**src/rtl/mc_mdu_pkg.sv**
```systemverilog
// Shared definitions for the iterative multiply/divide unit.
// Latency: n/a (types, encodings and a width helper only).
// Backpressure: n/a.
package mc_mdu_pkg;

    typedef enum logic [1:0] {
        MDU_MULTU = 2'b00,
        MDU_MULT  = 2'b01,
        MDU_DIVU  = 2'b10,
        MDU_DIV   = 2'b11
    } mdu_op_e;

    typedef enum logic [1:0] {
        S_IDLE = 2'd0,
        S_CALC = 2'd1,
        S_FIX  = 2'd2
    } mdu_state_e;

    // Step counter width: must hold WIDTH-1, never narrower than one bit.
    function automatic int cnt_w(input int width);
        return (width > 1) ? $clog2(width) : 1;
    endfunction

endpackage

```
**src/rtl/mc_mdu_if.sv**
```systemverilog
// Operand/result bundle between the CPU control path and the MDU.
// Latency: n/a (wiring only).
// Backpressure: requester must hold off start while busy is high; starts during busy are dropped.
interface mc_mdu_if #(
    parameter int WIDTH = 32
);
    logic             start;
    logic [1:0]       op;
    logic [WIDTH-1:0] a;
    logic [WIDTH-1:0] b;
    logic             hi_we;
    logic             lo_we;
    logic [WIDTH-1:0] wdata;
    logic             busy;
    logic             done;
    logic [WIDTH-1:0] hi;
    logic [WIDTH-1:0] lo;

    modport master (
        output start, op, a, b, hi_we, lo_we, wdata,
        input  busy, done, hi, lo
    );

    modport slave (
        input  start, op, a, b, hi_we, lo_we, wdata,
        output busy, done, hi, lo
    );
endinterface

```
**src/rtl/mc_mdu_step.sv**
```systemverilog
// One radix-2 iteration: shift-add multiply or restoring shift-subtract divide.
// Latency: combinational; the caller registers the result each cycle.
// Backpressure: none.
module mc_mdu_step #(
    parameter int WIDTH = 32
) (
    input  logic             div_mode,
    input  logic [WIDTH-1:0] acc_hi,
    input  logic [WIDTH-1:0] acc_lo,
    input  logic [WIDTH-1:0] opnd,
    output logic [WIDTH-1:0] nxt_hi,
    output logic [WIDTH-1:0] nxt_lo
);
    logic [WIDTH:0]   sum;
    logic [WIDTH:0]   shifted;
    logic             ge;
    logic [WIDTH-1:0] diff;

    // Multiply: conditionally add multiplicand to the upper half, then shift the
    // whole accumulator right. Divide: shift the next dividend bit into the
    // partial remainder and subtract the divisor if it fits.
    always_comb begin
        sum     = {1'b0, acc_hi} + (acc_lo[0] ? {1'b0, opnd} : '0);
        shifted = {acc_hi, acc_lo[WIDTH-1]};
        ge      = shifted >= {1'b0, opnd};
        // Only taken when ge, where the true difference is below opnd and fits WIDTH bits.
        diff    = shifted[WIDTH-1:0] - opnd;
        if (div_mode) begin
            nxt_hi = ge ? diff : shifted[WIDTH-1:0];
            nxt_lo = {acc_lo[WIDTH-2:0], ge};
        end else begin
            nxt_hi = sum[WIDTH:1];
            nxt_lo = {sum[0], acc_lo[WIDTH-1:1]};
        end
    end
endmodule

```
**src/rtl/mc_mdu.sv**
```systemverilog
// Iterative MULT/MULTU/DIV/DIVU unit with HI/LO result registers and MTHI/MTLO writes.
// Latency: WIDTH+1 cycles from accepted start to done pulse (WIDTH steps + sign fix-up).
// Backpressure: busy high while an op runs; start and MT writes during busy are ignored.
module mc_mdu
    import mc_mdu_pkg::*;
#(
    parameter int WIDTH = 32
) (
    input  logic       clk,
    input  logic       rst,
    mc_mdu_if.slave    bus
);
    localparam int            CW       = cnt_w(WIDTH);
    localparam logic [CW-1:0] CNT_LAST = CW'(WIDTH - 1);

    mdu_state_e       state;
    mdu_state_e       nxt_state;
    logic             busy;
    logic             step_en;
    logic             fin;
    logic             accept;

    logic [WIDTH-1:0] acc_hi;
    logic [WIDTH-1:0] acc_lo;
    logic [WIDTH-1:0] opnd;
    logic [CW-1:0]    cnt;
    logic             is_div;
    logic             is_signed;
    logic             neg_res;
    logic             neg_rem;
    logic             div_zero;
    logic             done_q;
    logic [WIDTH-1:0] hi_q;
    logic [WIDTH-1:0] lo_q;

    logic             op_signed;
    logic             op_div;
    logic             a_neg;
    logic             b_neg;
    logic [WIDTH-1:0] a_mag;
    logic [WIDTH-1:0] b_mag;
    logic [WIDTH-1:0] stp_hi;
    logic [WIDTH-1:0] stp_lo;
    logic [2*WIDTH-1:0] prod;
    logic [WIDTH-1:0] res_hi;
    logic [WIDTH-1:0] res_lo;

    assign accept = bus.start && (state == S_IDLE);

    // Operand magnitudes; |INT_MIN| wraps to 2^(WIDTH-1), which is correct as unsigned.
    always_comb begin
        op_signed = bus.op[0];
        op_div    = bus.op[1];
        a_neg     = op_signed && bus.a[WIDTH-1];
        b_neg     = op_signed && bus.b[WIDTH-1];
        a_mag     = a_neg ? (~bus.a + 1'b1) : bus.a;
        b_mag     = b_neg ? (~bus.b + 1'b1) : bus.b;
    end

    // FSM state register.
    always_ff @(posedge clk or posedge rst) begin
        if (rst) state <= S_IDLE;
        else     state <= nxt_state;
    end

    // FSM next state: IDLE -> CALC x WIDTH -> FIX -> IDLE.
    always_comb begin
        nxt_state = state;
        case (state)
            S_IDLE:  if (bus.start)    nxt_state = S_CALC;
            S_CALC:  if (cnt == '0)    nxt_state = S_FIX;
            S_FIX:                     nxt_state = S_IDLE;
            default:                   nxt_state = S_IDLE;
        endcase
    end

    // FSM outputs.
    always_comb begin
        busy    = (state != S_IDLE);
        step_en = (state == S_CALC);
        fin     = (state == S_FIX);
    end

    mc_mdu_step #(.WIDTH(WIDTH)) u_step (
        .div_mode (is_div),
        .acc_hi   (acc_hi),
        .acc_lo   (acc_lo),
        .opnd     (opnd),
        .nxt_hi   (stp_hi),
        .nxt_lo   (stp_lo)
    );

    // Sign fix-up of the raw magnitude result; divide by zero forces lo to all ones
    // while hi (remainder = dividend) falls out of the normal path.
    always_comb begin
        prod   = {acc_hi, acc_lo};
        res_hi = acc_hi;
        res_lo = acc_lo;
        if (is_div) begin
            res_lo = (is_signed && neg_res) ? (~acc_lo + 1'b1) : acc_lo;
            res_hi = (is_signed && neg_rem) ? (~acc_hi + 1'b1) : acc_hi;
            if (div_zero) res_lo = '1;
        end else if (is_signed && neg_res) begin
            prod   = ~prod + 1'b1;
            res_hi = prod[2*WIDTH-1:WIDTH];
            res_lo = prod[WIDTH-1:0];
        end
    end

    // Datapath: latch operands on accept, iterate during CALC.
    always_ff @(posedge clk or posedge rst) begin
        if (rst) begin
            acc_hi    <= '0;
            acc_lo    <= '0;
            opnd      <= '0;
            cnt       <= '0;
            is_div    <= 1'b0;
            is_signed <= 1'b0;
            neg_res   <= 1'b0;
            neg_rem   <= 1'b0;
            div_zero  <= 1'b0;
        end else if (accept) begin
            acc_hi    <= '0;
            acc_lo    <= op_div ? a_mag : b_mag;
            opnd      <= op_div ? b_mag : a_mag;
            cnt       <= CNT_LAST;
            is_div    <= op_div;
            is_signed <= op_signed;
            neg_res   <= a_neg ^ b_neg;
            neg_rem   <= a_neg;
            div_zero  <= op_div && (bus.b == '0);
        end else if (step_en) begin
            acc_hi    <= stp_hi;
            acc_lo    <= stp_lo;
            cnt       <= cnt - 1'b1;
        end
    end

    // HI/LO registers: op completion has priority, MT writes only while idle.
    always_ff @(posedge clk or posedge rst) begin
        if (rst) begin
            hi_q   <= '0;
            lo_q   <= '0;
            done_q <= 1'b0;
        end else begin
            done_q <= fin;
            if (fin) begin
                hi_q <= res_hi;
                lo_q <= res_lo;
            end else if (!busy) begin
                if (bus.hi_we) hi_q <= bus.wdata;
                if (bus.lo_we) lo_q <= bus.wdata;
            end
        end
    end

    assign bus.busy = busy;
    assign bus.done = done_q;
    assign bus.hi   = hi_q;
    assign bus.lo   = lo_q;
endmodule

```
**src/flat_wrapper.sv**
```systemverilog
// flat-port wrapper written by rule: the top's interface ports become plain ports
module mc_mdu_flat import mc_mdu_pkg::*;
#(
    parameter int WIDTH = 32
)
  (clk, rst, bus_start, bus_op, bus_a, bus_b, bus_hi_we, bus_lo_we, bus_wdata, bus_busy, bus_done, bus_hi, bus_lo);
  mc_mdu_if #(.WIDTH(WIDTH)) bus_i ();
  input  logic clk;
  input  logic rst;
  input wire logic [$bits(bus_i.start)-1:0] bus_start;
  input wire logic [$bits(bus_i.op)-1:0] bus_op;
  input wire logic [$bits(bus_i.a)-1:0] bus_a;
  input wire logic [$bits(bus_i.b)-1:0] bus_b;
  input wire logic [$bits(bus_i.hi_we)-1:0] bus_hi_we;
  input wire logic [$bits(bus_i.lo_we)-1:0] bus_lo_we;
  input wire logic [$bits(bus_i.wdata)-1:0] bus_wdata;
  output wire logic [$bits(bus_i.busy)-1:0] bus_busy;
  output wire logic [$bits(bus_i.done)-1:0] bus_done;
  output wire logic [$bits(bus_i.hi)-1:0] bus_hi;
  output wire logic [$bits(bus_i.lo)-1:0] bus_lo;
  assign bus_i.start = bus_start;
  assign bus_i.op = bus_op;
  assign bus_i.a = bus_a;
  assign bus_i.b = bus_b;
  assign bus_i.hi_we = bus_hi_we;
  assign bus_i.lo_we = bus_lo_we;
  assign bus_i.wdata = bus_wdata;
  assign bus_busy = bus_i.busy;
  assign bus_done = bus_i.done;
  assign bus_hi = bus_i.hi;
  assign bus_lo = bus_i.lo;
  mc_mdu #(.WIDTH(WIDTH)) u_core (.clk(clk), .rst(rst), .bus(bus_i));
endmodule
```
**config.mk**
```make
export PLATFORM = sky130hd
export DESIGN_NAME = mc_mdu_flat
export DESIGN_NICKNAME = d
export VERILOG_FILES = /design/src/rtl/mc_mdu_pkg.sv /design/src/rtl/mc_mdu_if.sv /design/src/rtl/mc_mdu_step.sv /design/src/rtl/mc_mdu.sv /design/src/flat_wrapper.sv
export SDC_FILE = /design/constraint.sdc
export NUM_CORES = 1
export LEC_CHECK = 0
export ABC_CLOCK_PERIOD_IN_PS = 8100
export BUFFER_PORTS_ARGS = -buffer_cell sky130_fd_sc_hd__buf_2
export CAP_MARGIN = 20
export CORE_UTILIZATION = 61
export CTS_CLUSTER_SIZE = 28
export DETAILED_ROUTE_END_ITERATION = 8
export MAX_ROUTING_LAYER = met4
export PLACE_DENSITY = 0.82
export SLEW_MARGIN = 20
export SYNTH_ARGS = -nofsm -noshare
export SYNTH_HDL_FRONTEND = slang
export SYNTH_SLANG_ARGS = --single-unit
export TNS_END_PERCENT = 1
```
**constraint.sdc**
```tcl
create_clock -name clk -period 8.1 [get_ports clk]
set_clock_uncertainty 0.05 [all_clocks]
set_input_delay 1.215 -clock clk [delete_from_list [all_inputs] [get_ports clk]]
set_output_delay 1.215 -clock clk [all_outputs]
set_load 0.1 [all_outputs]
```
; Word level (Yosys, flattened, before mapping)
; Cells that the tools add are included.
; Widths: inputs -> output; s select.
[totals]
reg_bits = 173
in_bits = 103
output_inout_bits = 66
elab_cells = 79
[op_classes]
n_addsub = 8
order_cmp = 1
eq_ne = 5
n_mux = 30
bitwise = 6
reduce_logical = 16
[op_table]
columns = cell, n
row1 = $mux 32, 25
row2 = $add 32x1->32 const B, 4
row3 = $not 32->32, 4
row4 = $add 64x1->64 const B, 1
row5 = $not 64->64, 1
row6 = $add 32x33->33, 1
row7 = $ge 33x32->1, 1
row8 = $logic_not 32->1, 1
row9 = $sub 32x32->32, 1
row10 = $mux 5, 2
row11 = $reduce_bool 2->1, 4
row12 = $logic_and 1x1->1, 6
row13 = $reduce_and 2->1, 3
row14 = $logic_not 5->1, 1
row15 = $sub 5x1->5 const B, 1
row16 = $mux 2, 2
row17 = $ne 2x2->1 const B, 2
row18 = $pmux 2 s2, 1
row19 = $eq 2x1->1 const B, 1
row20 = $eq 2x2->1 const B, 1
row21 = $logic_not 2->1, 1
row22 = $ne 2x1->1 const B, 1
row23 = $xor 1x1->1, 1

; Depth between registers and ports, before layout
; Gate-level depths: netlist of the first run.
[depth]
depth_word = 6
mapped_depth = 14
ltp_nobuf = 13

; Cells and area by module
; A second synthesis of the first run with hierarchy kept.
[unflattened]
cells_unflattened = 2011
hier_area_um2 = 15812.7
[modules_own_cells]
columns = module, instances, cells_each, area_per_inst_um2, seq_area_each_um2
row1 = mc_mdu, 1, 1306, 10945.5, 4329.2
row2 = mc_mdu_step, 1, 705, 4867.2, 0.0

; Worst setup path before layout of the first run
; Ideal clock, no wire load.
[synth_timing]
path_type = input -> register
startpoint = in bus_b[4]
endpoint = reg u_core.acc_lo[26]
setup_ps = 134
t_arrival_ps = 3283
required_time_ps = 7916
path_slack_ps = 4633
path_stages = 9
path_buffers = 0
cell_sequence = or3_1 -> nor3b_1 -> nand3_1 -> or4_1 -> nor2_1 -> a21oi_1 -> xor2_1 -> o211ai_1 -> o21ai_0
[synth_via]
elab_chain_len = 5
[synth_rtl]
columns = element, line_no
row1 = start: declaration, flat_wrapper.sv:13  ; input wire logic [$bits(bus_i.b)-1:0] bus_b;
row2 = $not 32->32, mc_mdu.sv:57  ; b_mag = b_neg ? (~bus.b + 1'b1) : bus.b;
row3 = $add 32x1->32, mc_mdu.sv:57
row4 = $mux 32, mc_mdu.sv:57
row5 = $mux 32, mc_mdu.sv:124  ; acc_lo <= op_div ? a_mag : b_mag;
row6 = $mux 32, mc_mdu.sv:122  ; end else if (accept) begin
row7 = end signal: assignment, mc_mdu.sv:124
row8 = end signal: assignment, mc_mdu.sv:134  ; acc_lo <= stp_lo;
row9 = end: declaration, mc_mdu.sv:24  ; logic [WIDTH-1:0] acc_lo;
; Every way passes these cells.
; A chain may end at the register's enable or synchronous reset.

; Final worst setup path of the first run
[layout_timing]
startpoint = reg u_core.acc_lo[0]
endpoint = reg u_core.acc_hi[31]
[layout_via]
elab_chain_len = 5
[layout_rtl]
columns = element, line_no
row1 = $mux 32, mc_mdu_step.sv:23  ; sum = {1'b0, acc_hi} + (acc_lo[0] ? {1'b0, opnd} : '0);
row2 = $add 32x33->33, mc_mdu_step.sv:23
row3 = $mux 32, mc_mdu_step.sv:28  ; if (div_mode) begin
row4 = $mux 32, mc_mdu.sv:132  ; end else if (step_en) begin
row5 = $mux 32, mc_mdu.sv:122
row6 = end signal: assignment, mc_mdu.sv:133  ; acc_hi <= stp_hi;
row7 = end: declaration, mc_mdu.sv:23  ; logic [WIDTH-1:0] acc_hi;
; Every way passes these cells. The select of a mux whose other input is x is not followed.

==> results of run 1 <==
[kinds of logic after synthesis]
logic type | share of synthesized area (%)
AO/OA/AOI/OAI | 26.8
XOR/XNOR | 9.91
adder cells (fa/ha/maj) | 6.17
buffers and inverters | 5.17
flip-flops | 29.1
multiplexers | 4.07
AND/OR/NAND/NOR | 18.8
[state kept, by name (all words and copies together) (netlist names)]
| signal | count |
|---|---|
| u_core.acc_hi | 32 |
| u_core.acc_lo | 32 |
| u_core.bus.done | 1 |
| u_core.bus.hi | 32 |
| u_core.bus.lo | 32 |
| u_core.cnt | 5 |
| u_core.div_zero | 1 |
| u_core.is_div | 1 |
| u_core.is_signed | 1 |
| u_core.neg_rem | 1 |
| u_core.neg_res | 1 |
| u_core.opnd | 32 |
| u_core.state | 2 |
[power groups by stage]
stage | logic [W] | registers [W] | clock network (W)
floorplan | 0.00342 | 0.00237 | 0
global placement | 0.00512 | 0.00175 | 0
detailed placement | 0.00521 | 0.00177 | 0
CTS | 0.00526 | 0.00175 | 0.000879
global route | 0.00581 | 0.00182 | 0.000914
finish | 0.00537 | 0.00179 | 0.000883
[cells in the mapped netlist, types with 17 or more instances]
library cell and count:
a21o_1 29, a21oi_1 184, and2_1 17, clkbuf_1 107
dfrtp_1 173, ha_1 70, inv_1 76, mux2i_1 48
nand2_1 205, nand3_1 28, nor2_1 199, nor3_1 45
nor4_1 17, o211ai_1 52, o21a_1 19, o21ai_0 189
o22ai_1 35, o31ai_1 24, or3_1 18, xnor2_1 99
xor2_1 69
[through the flow]
stage | cells | utilization [%] | cell area (um^2) | total power, W | worst slack [ns]
after global placement | 2310 | 66.5 | 15700 | 0.00686 | 4.14
after CTS | 2342 | 69.1 | 16400 | 0.00789 | 4.13
after floorplan | 1931 | - | 14900 | 0.00579 | 2.15
final | 2344 | 69.3 | 16400 | 0.00804 | 3.99
after global routing | 2344 | 69.3 | 16400 | 0.00854 | 3.79
after detailed placement | 2310 | 66.5 | 15700 | 0.00698 | 4.03
[worst max-delay path by stage]
stage                      from                end  slack (ns)  cells after the start
6_report       u_core.acc_lo[0]  u_core.acc_hi[31]        3.99                     13
5_1_grt        u_core.acc_lo[0]  u_core.acc_hi[31]        3.79                     13
4_1_cts        u_core.acc_lo[0]  u_core.acc_hi[31]        4.13                     13
3_5_place_dp           bus_a[2]  u_core.acc_lo[22]        4.03                     10
3_3_place_gp           bus_b[4]  u_core.acc_lo[26]        4.14                     10
2_1_floorplan               rst   u_core.acc_hi[0]        2.15                      1
[worst max-delay path: stages (launching register included)]
cell and delay [ns]:
dfrtp_1 0.55, and2_1 0.21, ha_1 0.19, inv_1 0.07, fa_1 0.41, nand2b_1 0.19
a21oi_1 0.31, o211ai_1 0.17, a31oi_1 0.45, o2111ai_1 0.30, a21boi_0 0.47, or3_1 0.22
a31oi_1 0.09, o41ai_1 0.32
[per-layer routing]
metal  wire [um]  track usage [%]
met1       20200             53.4
met2       21300             60.9
met3        5030             5.91
met4        2720             20.8
met5           0                -
[final cells by class]
class                      instances  area share (%)
clock buffer                      17            2.59
clock inverter                    15            1.24
inverter                          77            1.79
multi-input combinational       1561            59.7
sequential                       173            26.4
tap                              319            2.43
timing repair buffer             182            5.87
==> reports/results.tsv, run 1 <==
stage	metric	value	unit
outcome	status	complete, no violations	
synth	syn_inst	1931	
synth	synth_top_area_share	29.1	%
timing	timing.hold.ws	0.433	ns
detailed_routing	firstDrtPassIters	6	
synth	synth_area	14900	um^2
power	peakVddDrop	0.000324	V
final_layout	diodes	0	
synth	yosys.cell_types.count	72	
setup_path	critPathArrivalTime	4.39	ns
final_layout	final_common_cell	nand2_1	
synth	syn_area_per_cell	7.69	um^2
floorplanning	die-area	25000	um^2
timing	finalSetupTns	0	ns
timing	hold_viol	0	
power	p_leak	7.28	nW
synth	synth_edf_count	0	
timing	max_slew_margin	28.5	%
hold_path	hp-start	u_core.bus.lo[19]	
synth	yosysSeqAreaShare	29.1	%
detailed_routing	drtIter0Drc	1705	
final_layout	layout.filler_cells	1980	
flow_run	maxCapViolations	0	
cts	cts_hold_buf	0	
setup_path	crit_required	8.38	ns
setup_path	r2r_end	u_core.acc_hi[31]	
power	sw_frac_of_total	55.8	%
timing	finalCritPeriodShare	50.7	%
floorplanning	die_y	158	um
detailed_routing	wirelength	49300	um
setup_path	reg2reg_depth	13	
synth	synth_flop_cell	dfrtp_1	
setup_path	worstSetupPathType	flip-flop to flip-flop	
cts	tritoncts	built	
place	globalplace.congestion	1.02	
power	clockPowerShare	11.0	%
power	power_frac_seq	22.3	%
hold_path	hold_depth	2	
power	intPower	0.00355	W
detailed_routing	vias_per_cell	6.54	
hold_path	whs_endpoint	u_core.bus.lo[19]	
setup_path	crit_path_end_kind	flip-flop	
setup_path	r2r_start	u_core.acc_lo[0]	
synth	yosysWarnings	0	
cts	cts_htree_levels	4	
final_layout	drive_gt1_share	12.8	%
setup_path	r2r_slack	3.99	ns
place	hpwl	36400	um
timing	tightest_slew	1.06	ns
synth	ys_ff_latch	173	
floorplanning	core	23700	um^2
final_layout	mostFrequentLayoutCells	nand2_1, nor2_1, o21ai_0	
global_route	grt_pass1_vias	13700	
power	p_sw	0.00449	W
global_route	grt_use_total	40.6	%
global_route	overflow	0	
power	power.density	490	nW/um^2
floorplanning	die_w	158	um
cts	clk_pin_slew_worst_paths	0.09	ns
timing	finalMaxSlewViolations	0	
global_route	grt_pass1_wl	75000	um
detailed_routing	drc	0	
synth	synthTopCellsByArea	dfrtp_1, o21ai_0, a21oi_1	
floorplanning	ios	169	
synth	synthArstFlopShare	100	%
cts	cts_buffers	17	
cts	clockRootBuffer	clkbuf_16	
final_layout	seq_area	4330	um^2
setup_path	cp_max_fo	8	
power	pwr-share-comb	66.8	%
cts	postCtsSetupBuffers	0	
timing	layout_min_cycle_time	4.11	ns
setup_path	cp-start-kind	flip-flop	
detailed_routing	vias	15300	
global_route	grt_max_degree	106	
floorplanning	initial_core_util	62.7	%
cts	clk_latency	0.45	ns
final_layout	syn_to_final_growth	10.4	%
detailed_routing	wl_per_cell	21.0	um
floorplanning	rows	56	
detailed_routing	ant_nets	0	
final_layout	nets	2187	
cts	postCtsResizedCells	0	
timing	max_freq	243	MHz
timing	rsz0062_at_grt	false	
synth	synth_top_area_cell	dfrtp_1	
hold_path	hp-class	flip-flop to flip-flop	
place	portBuffers	168	
cts	clockBufferDepth	2	
cts	clock_sinks	173	
synth	synth_nets	2106	
final_layout	multi_input_area	9790	um^2
global_route	antenna_found_initial	0	
timing	setup_viol	0	
Note: power is estimated with default switching activity, not from simulation.
==> run 2, diff against run 1 <==
- ABC_CLOCK_PERIOD_IN_PS: 8100 -> 4180
- clock period: 8.1 -> 4.18 ns (I/O delays scaled with it)
==> run 2 against run 1 <==
Against the previous run:
- sequential cell count unchanged
- non-clock buffer count up 18
- sequential share of layout area down 0.25 points
- combinational power up 100%
- clock power up 89%
- largest power group unchanged
- fmax up 5.2%
- register-to-register slack worse by 3.7 ns
- first-iteration DRC count up 23%
- worst hold slack worse by 0.18 ns
- setup slack worse by 3.7 ns
==> reports/results.tsv, run 2 (same netlist as run 1, synthesis figures left out) <==
stage	metric	value	unit	change
cts	cts_htree_levels	4		unchanged
floorplanning	ios	169		unchanged
cts	clk_latency	0.44	ns	was 0.45 ns
detailed_routing	vias_per_cell	6.49		was 6.54
hold_path	hp-class	input port to asynchronous set/reset pin		was flip-flop to flip-flop
setup_path	crit_path_end_kind	flip-flop		unchanged
global_route	grt_pass1_vias	13500		was 13700
setup_path	cp-start-kind	flip-flop		unchanged
global_route	grt_max_degree	76		was 106
global_route	grt_pass1_wl	75700	um	was 75000 um
timing	max_freq	256	MHz	was 243 MHz
final_layout	mostFrequentLayoutCells	nand2_1, nor2_1, o21ai_0		unchanged
power	peakVddDrop	0.000597	V	was 0.000324 V
power	p_leak	7.37	nW	was 7.28 nW
final_layout	nets	2205		was 2187
timing	finalCritPeriodShare	93.5	%	was 50.7%
global_route	grt_use_total	41.2	%	was 40.6%
setup_path	critPathArrivalTime	4.19	ns	was 4.39 ns
setup_path	crit_required	4.46	ns	was 8.38 ns
cts	clk_pin_slew_worst_paths	0.08	ns	was 0.09 ns
place	portBuffers	168		unchanged
detailed_routing	ant_nets	0		unchanged
place	placed_area	15900	um^2	was 15700 um^2
floorplanning	die-area	25000	um^2	unchanged
timing	setup_viol	0		unchanged
timing	tightest_slew	0.942	ns	was 1.06 ns
floorplanning	die_y	158	um	unchanged
final_layout	final_common_cell	nand2_1		unchanged
timing	finalSetupTns	0	ns	unchanged
place	globalplace.congestion	1.03		was 1.02
floorplanning	core	23700	um^2	unchanged
timing	rsz0062_at_grt	false		unchanged
detailed_routing	vias	15400		was 15300
setup_path	worstSetupPathType	flip-flop to flip-flop		unchanged
cts	cts_hold_buf	0		unchanged
timing	finalMaxSlewViolations	0		unchanged
final_layout	drive_gt1_share	13.5	%	was 12.8%
floorplanning	rows	56		unchanged
final_layout	postLayoutCellArea	16600	um^2	was 16400 um^2
place	hpwl	38100	um	was 36400 um
setup_path	cp_max_fo	18		was 8
detailed_routing	drtIter0Drc	2090		was 1705
cts	tritoncts	built		unchanged
floorplanning	die_w	158	um	unchanged
detailed_routing	wirelength	49600	um	was 49300 um
cts	clock_sinks	173		unchanged
cts	clockBufferDepth	2		unchanged
flow_run	maxCapViolations	0		unchanged
outcome	status	complete, no violations		unchanged
timing	hold_viol	0		unchanged
cts	cts_buffers	17		unchanged
timing	layout_min_cycle_time	3.91	ns	was 4.11 ns
floorplanning	initial_core_util	62.7	%	unchanged
cts	clockRootBuffer	clkbuf_16		unchanged
final_layout	syn_to_final_growth	11.5	%	was 10.4%
global_route	overflow	0		unchanged
power	power	0.0160	W	was 0.00804 W
global_route	antenna_found_initial	2		was 0
detailed_routing	drc	0		unchanged
detailed_routing	wl_per_cell	21.0	um	about the same
detailed_routing	firstDrtPassIters	6		unchanged
power	power.density	963	nW/um^2	was 490 nW/um^2
timing	max_slew_margin	37.2	%	was 28.5%
## run 2: cell count changes in the layout (fill, tap and decap cells not counted), moves of 2 or more
| cell | change |
|---|---|
| buf_4 | +17 |
| inv_12 | -4 |
| clkinvlp_4 | +2 |
| diode_2 | +2 |
| inv_8 | +2 |
| nor2_1 | +2 |
| nor2_2 | -2 |
## run 2: critical path, cell delays in order, from the launching register on
cell and delay, ns:
dfrtp_1 0.56, clkinvlp_4 0.46, nor2_1 0.25, ha_1 0.26, o21ai_0 0.11, a21oi_1 0.23
o211ai_1 0.14, a31oi_1 0.35, o2111ai_1 0.33, a21boi_0 0.46, or3_1 0.20, a31oi_1 0.08
o41ai_1 0.32
## run 2: worst paths after layout
kind                            cells after the start        startpoint                end  slack, ns
worst max-delay path                               12  u_core.acc_lo[0]  u_core.acc_hi[31]       0.27
max in group asynchronous                           3               rst   u_core.acc_hi[4]       2.89
min in group clk                                    3      bus_wdata[3]   u_core.bus.hi[3]       0.41
worst min register to register                      2  u_core.bus.lo[9]   u_core.bus.lo[9]       0.43
worst min-delay path                                2               rst  u_core.bus.lo[11]       0.25
worst max register to register                     12  u_core.acc_lo[0]  u_core.acc_hi[31]       0.27
## run 2: final cells by class
cell class | instances | area [um^2]
fillers | 2000 | 7130
clock inverters | 15 | 191
repair buffers | 200 | 1130
diodes | 2 | 5.00
inverters | 77 | 297
multi-input cells | 1561 | 9780
well taps | 319 | 399
flip-flops and latches | 173 | 4330
clock buffers | 17 | 425
## run 2: power breakdown
part	switching [W]	internal [W]
Clock	0.000808	0.000866
Sequential	0.000948	0.00240
Combinational	0.00715	0.00378
Total	0.00891	0.00705
## run 2: metal layers
metal | global-route usage, % | up-vias | wire length (um)
li1 | - | 7100 | -
met3 | 8.54 | 117 | 5440
met4 | 17.5 | 0 | 2090
met2 | 58.1 | 925 | 20600
met1 | 56.9 | 7208 | 21500
met5 | - | - | 0
## run 2: per-stage QoR
stage          setup slack, ns  util (%)  hold WS [ns]  cells
2_1_floorplan             1.12         -         0.400   1931
3_3_place_gp             0.552      67.2         0.405   2329
3_5_place_dp             0.390      67.2         0.415   2329
4_1_cts                  0.387      69.8         0.264   2361
5_1_grt                 0.0239      69.9         0.303   2364
6_report                 0.273      69.9         0.253   2364
## run 2: repair_timing
action,CTS,global route
hold endpoints to repair,0,0
resized for setup,0,1
endpoints found under the setup margin,0,1
buffers inserted,0,0
==> run 3, diff against run 2 <==
- CELL_PAD_IN_SITES_DETAIL_PLACEMENT: unset -> 1
- CELL_PAD_IN_SITES_GLOBAL_PLACEMENT: unset -> 2
- CORE_MARGIN: unset -> 1.5
- CORE_UTILIZATION: 61 -> 35
- PLACE_DENSITY: 0.82 -> 0.8
- REMOVE_ABC_BUFFERS: unset -> 1
==> run 3 against run 2 <==
Against the previous run:
- cell count is 10% higher
- power is 0.90% higher
- register-to-register slack better by 0.17 ns
- die area is 75% higher
- largest power group unchanged
==> reports/results.tsv, run 3 (same netlist as run 1, synthesis figures left out) <==
stage	metric	value	unit	change
setup_path	critPathArrivalTime	3.98	ns	was 4.19 ns
final_layout	postLayoutCellArea	16900	um^2	was 16600 um^2
setup_path	r2r_slack	0.45	ns	was 0.27 ns
timing	hold_viol	0		unchanged
final_layout	final_common_cell	nand2_1		unchanged
timing	finalMaxSlewViolations	0		unchanged
floorplanning	die_y	209	um	was 158 um
final_layout	seq_area	4330	um^2	unchanged
final_layout	syn_to_final_growth	14.0	%	was 11.5%
power	power.density	951	nW/um^2	was 963 nW/um^2
timing	timing.hold.ws	0.179	ns	was 0.253 ns
hold_path	hp-class	input port to asynchronous set/reset pin		unchanged
floorplanning	die-area	43700	um^2	was 25000 um^2
detailed_routing	vias_per_cell	5.66		was 6.49
place	dp.cells	2569		was 2329
cts	clockRootBuffer	clkbuf_16		unchanged
timing	setup_viol	0		unchanged
place	hpwl	45300	um	was 38100 um
cts	clock_sinks	173		unchanged
detailed_routing	firstDrtPassIters	4		was 6
setup_path	cp_max_fo	20		was 18
detailed_routing	drc	0		unchanged
floorplanning	die_w	209	um	was 158 um
detailed_routing	wl_per_cell	21.7	um	was 21.0 um
global_route	grt_pass1_vias	15100		was 13500
power	peakVddDrop	0.000406	V	was 0.000597 V
cts	clockBufferDepth	2		unchanged
power	p_leak	7.44	nW	was 7.37 nW
cts	postCtsResizedCells	0		unchanged
cts	clk_pin_slew_worst_paths	0.07	ns	was 0.08 ns
floorplanning	initial_core_util	35.4	%	was 62.7%
cts	cts_hold_buf	0		unchanged
setup_path	worstSetupPathType	flip-flop to flip-flop		unchanged
final_layout	drive_gt1_share	14.3	%	was 13.5%
setup_path	cp-start-kind	flip-flop		unchanged
timing	finalCritPeriodShare	89.3	%	was 93.5%
cts	cts_htree_levels	4		unchanged
global_route	grt_use_met2	41.2	%	was 58.1%
global_route	overflow	0		unchanged
floorplanning	rows	75		was 56
floorplanning	core	41900	um^2	was 23700 um^2
place	globalplace.congestion	0.921		was 1.03
final_layout	layout.filler_cells	5155		was 2000
place	portBuffers	168		unchanged
final_layout	multi_input_area	9790	um^2	was 9780 um^2
global_route	grt-busiest-layer	met2		unchanged
final_layout	fin_cells	2603		was 2364
timing	layout_min_cycle_time	3.73	ns	was 3.91 ns
final_layout	nets	2225		was 2205
place	placed_area	16300	um^2	was 15900 um^2
global_route	met3_usage	4.10	%	was 8.54%
floorplanning	ios	169		unchanged
setup_path	crit_path_end_kind	flip-flop		unchanged
global_route	grt_max_degree	80		was 76
detailed_routing	ant_nets	0		unchanged
final_layout	mostFrequentLayoutCells	nand2_1, nor2_1, o21ai_0		unchanged
flow_run	maxCapViolations	0		unchanged
global_route	antenna_found_initial	1		was 2
timing	max_slew_margin	29.5	%	was 37.2%
setup_path	crit_required	4.43	ns	was 4.46 ns
detailed_routing	drtIter0Drc	788		was 2090
timing	finalSetupTns	0	ns	unchanged
timing	rsz0062_at_grt	false		unchanged
timing	tightest_slew	1.06	ns	was 0.942 ns
outcome	status	complete, no violations		unchanged
global_route	use_met1	36.0	%	was 56.9%
cts	clk_latency	0.47	ns	was 0.44 ns
global_route	grt_pass1_wl	87900	um	was 75700 um
global_route	grt_use_total	26.8	%	was 41.2%
timing	max_freq	268	MHz	was 256 MHz
detailed_routing	wirelength	56400	um	was 49600 um
cts	postCtsSetupBuffers	0		unchanged
cts	cts_buffers	17		unchanged
final_layout	postLayoutCoreUtil	40.4	%	was 69.9%
detailed_routing	vias	14700		was 15400
cts	tritoncts	built		unchanged
## run 3: power by group
group	internal, W	leakage [nW]	total (W)	switching, W
Sequential	0.00240	2.09	0.00345	0.00105
Combinational	0.00389	5.09	0.0110	0.00716
Clock	0.000867	0.265	0.00160	0.000737
## run 3: layout make-up
cell class	count	area share, %
Clock buffer	23	2.82
Antenna cell	1	0.0148
Multi-Input combinational cell	1561	57.8
Timing Repair Buffer	220	7.51
Tap cell	539	3.98
Clock inverter	9	0.517
Sequential cell	173	25.6
Inverter	77	1.74
## run 3: metal layers
| layer | routed length, um | share of wire (%) | up-vias |
|---|---|---|---|
| met5 | 0 | 0 | - |
| met4 | 1350 | 2.4 | 0 |
| met3 | 2490 | 4.4 | 69 |
| met2 | 25100 | 45 | 353 |
| met1 | 27400 | 49 | 7152 |
| li1 | - | - | 7146 |
## run 3: critical path: stages (launching register included)
cell and delay (ns):
dfrtp_1 0.51, inv_1 0.41, buf_4 0.34, nor2_1 0.10
ha_1 0.37, and2_1 0.18, and3_1 0.19, a221oi_1 0.36
nor2_1 0.12, a211oi_1 0.33, o21ai_0 0.19, xnor2_1 0.15
o21ai_0 0.17, a22oi_1 0.09
## run 3: worst paths after layout
check | startpoint | end | depth (start not counted)
min | rst | u_core.bus.done | 2
min reg2reg | u_core.bus.hi[7] | u_core.bus.hi[7] | 2
max | u_core.acc_lo[0] | u_core.acc_hi[24] | 13
max in group asynchronous | rst | u_core.bus.hi[22] | 3
max reg2reg | u_core.acc_lo[0] | u_core.acc_hi[24] | 13
min in group clk | bus_wdata[25] | u_core.bus.hi[25] | 3
## run 3: per-stage QoR
step | setup slack (ns) | power [W]
floorplan | -1.19 | 0.0111
global placement | 0.569 | 0.0141
detailed placement | 0.488 | 0.0144
CTS | 0.474 | 0.0160
global route | 0.101 | 0.0172
finish | 0.448 | 0.0161
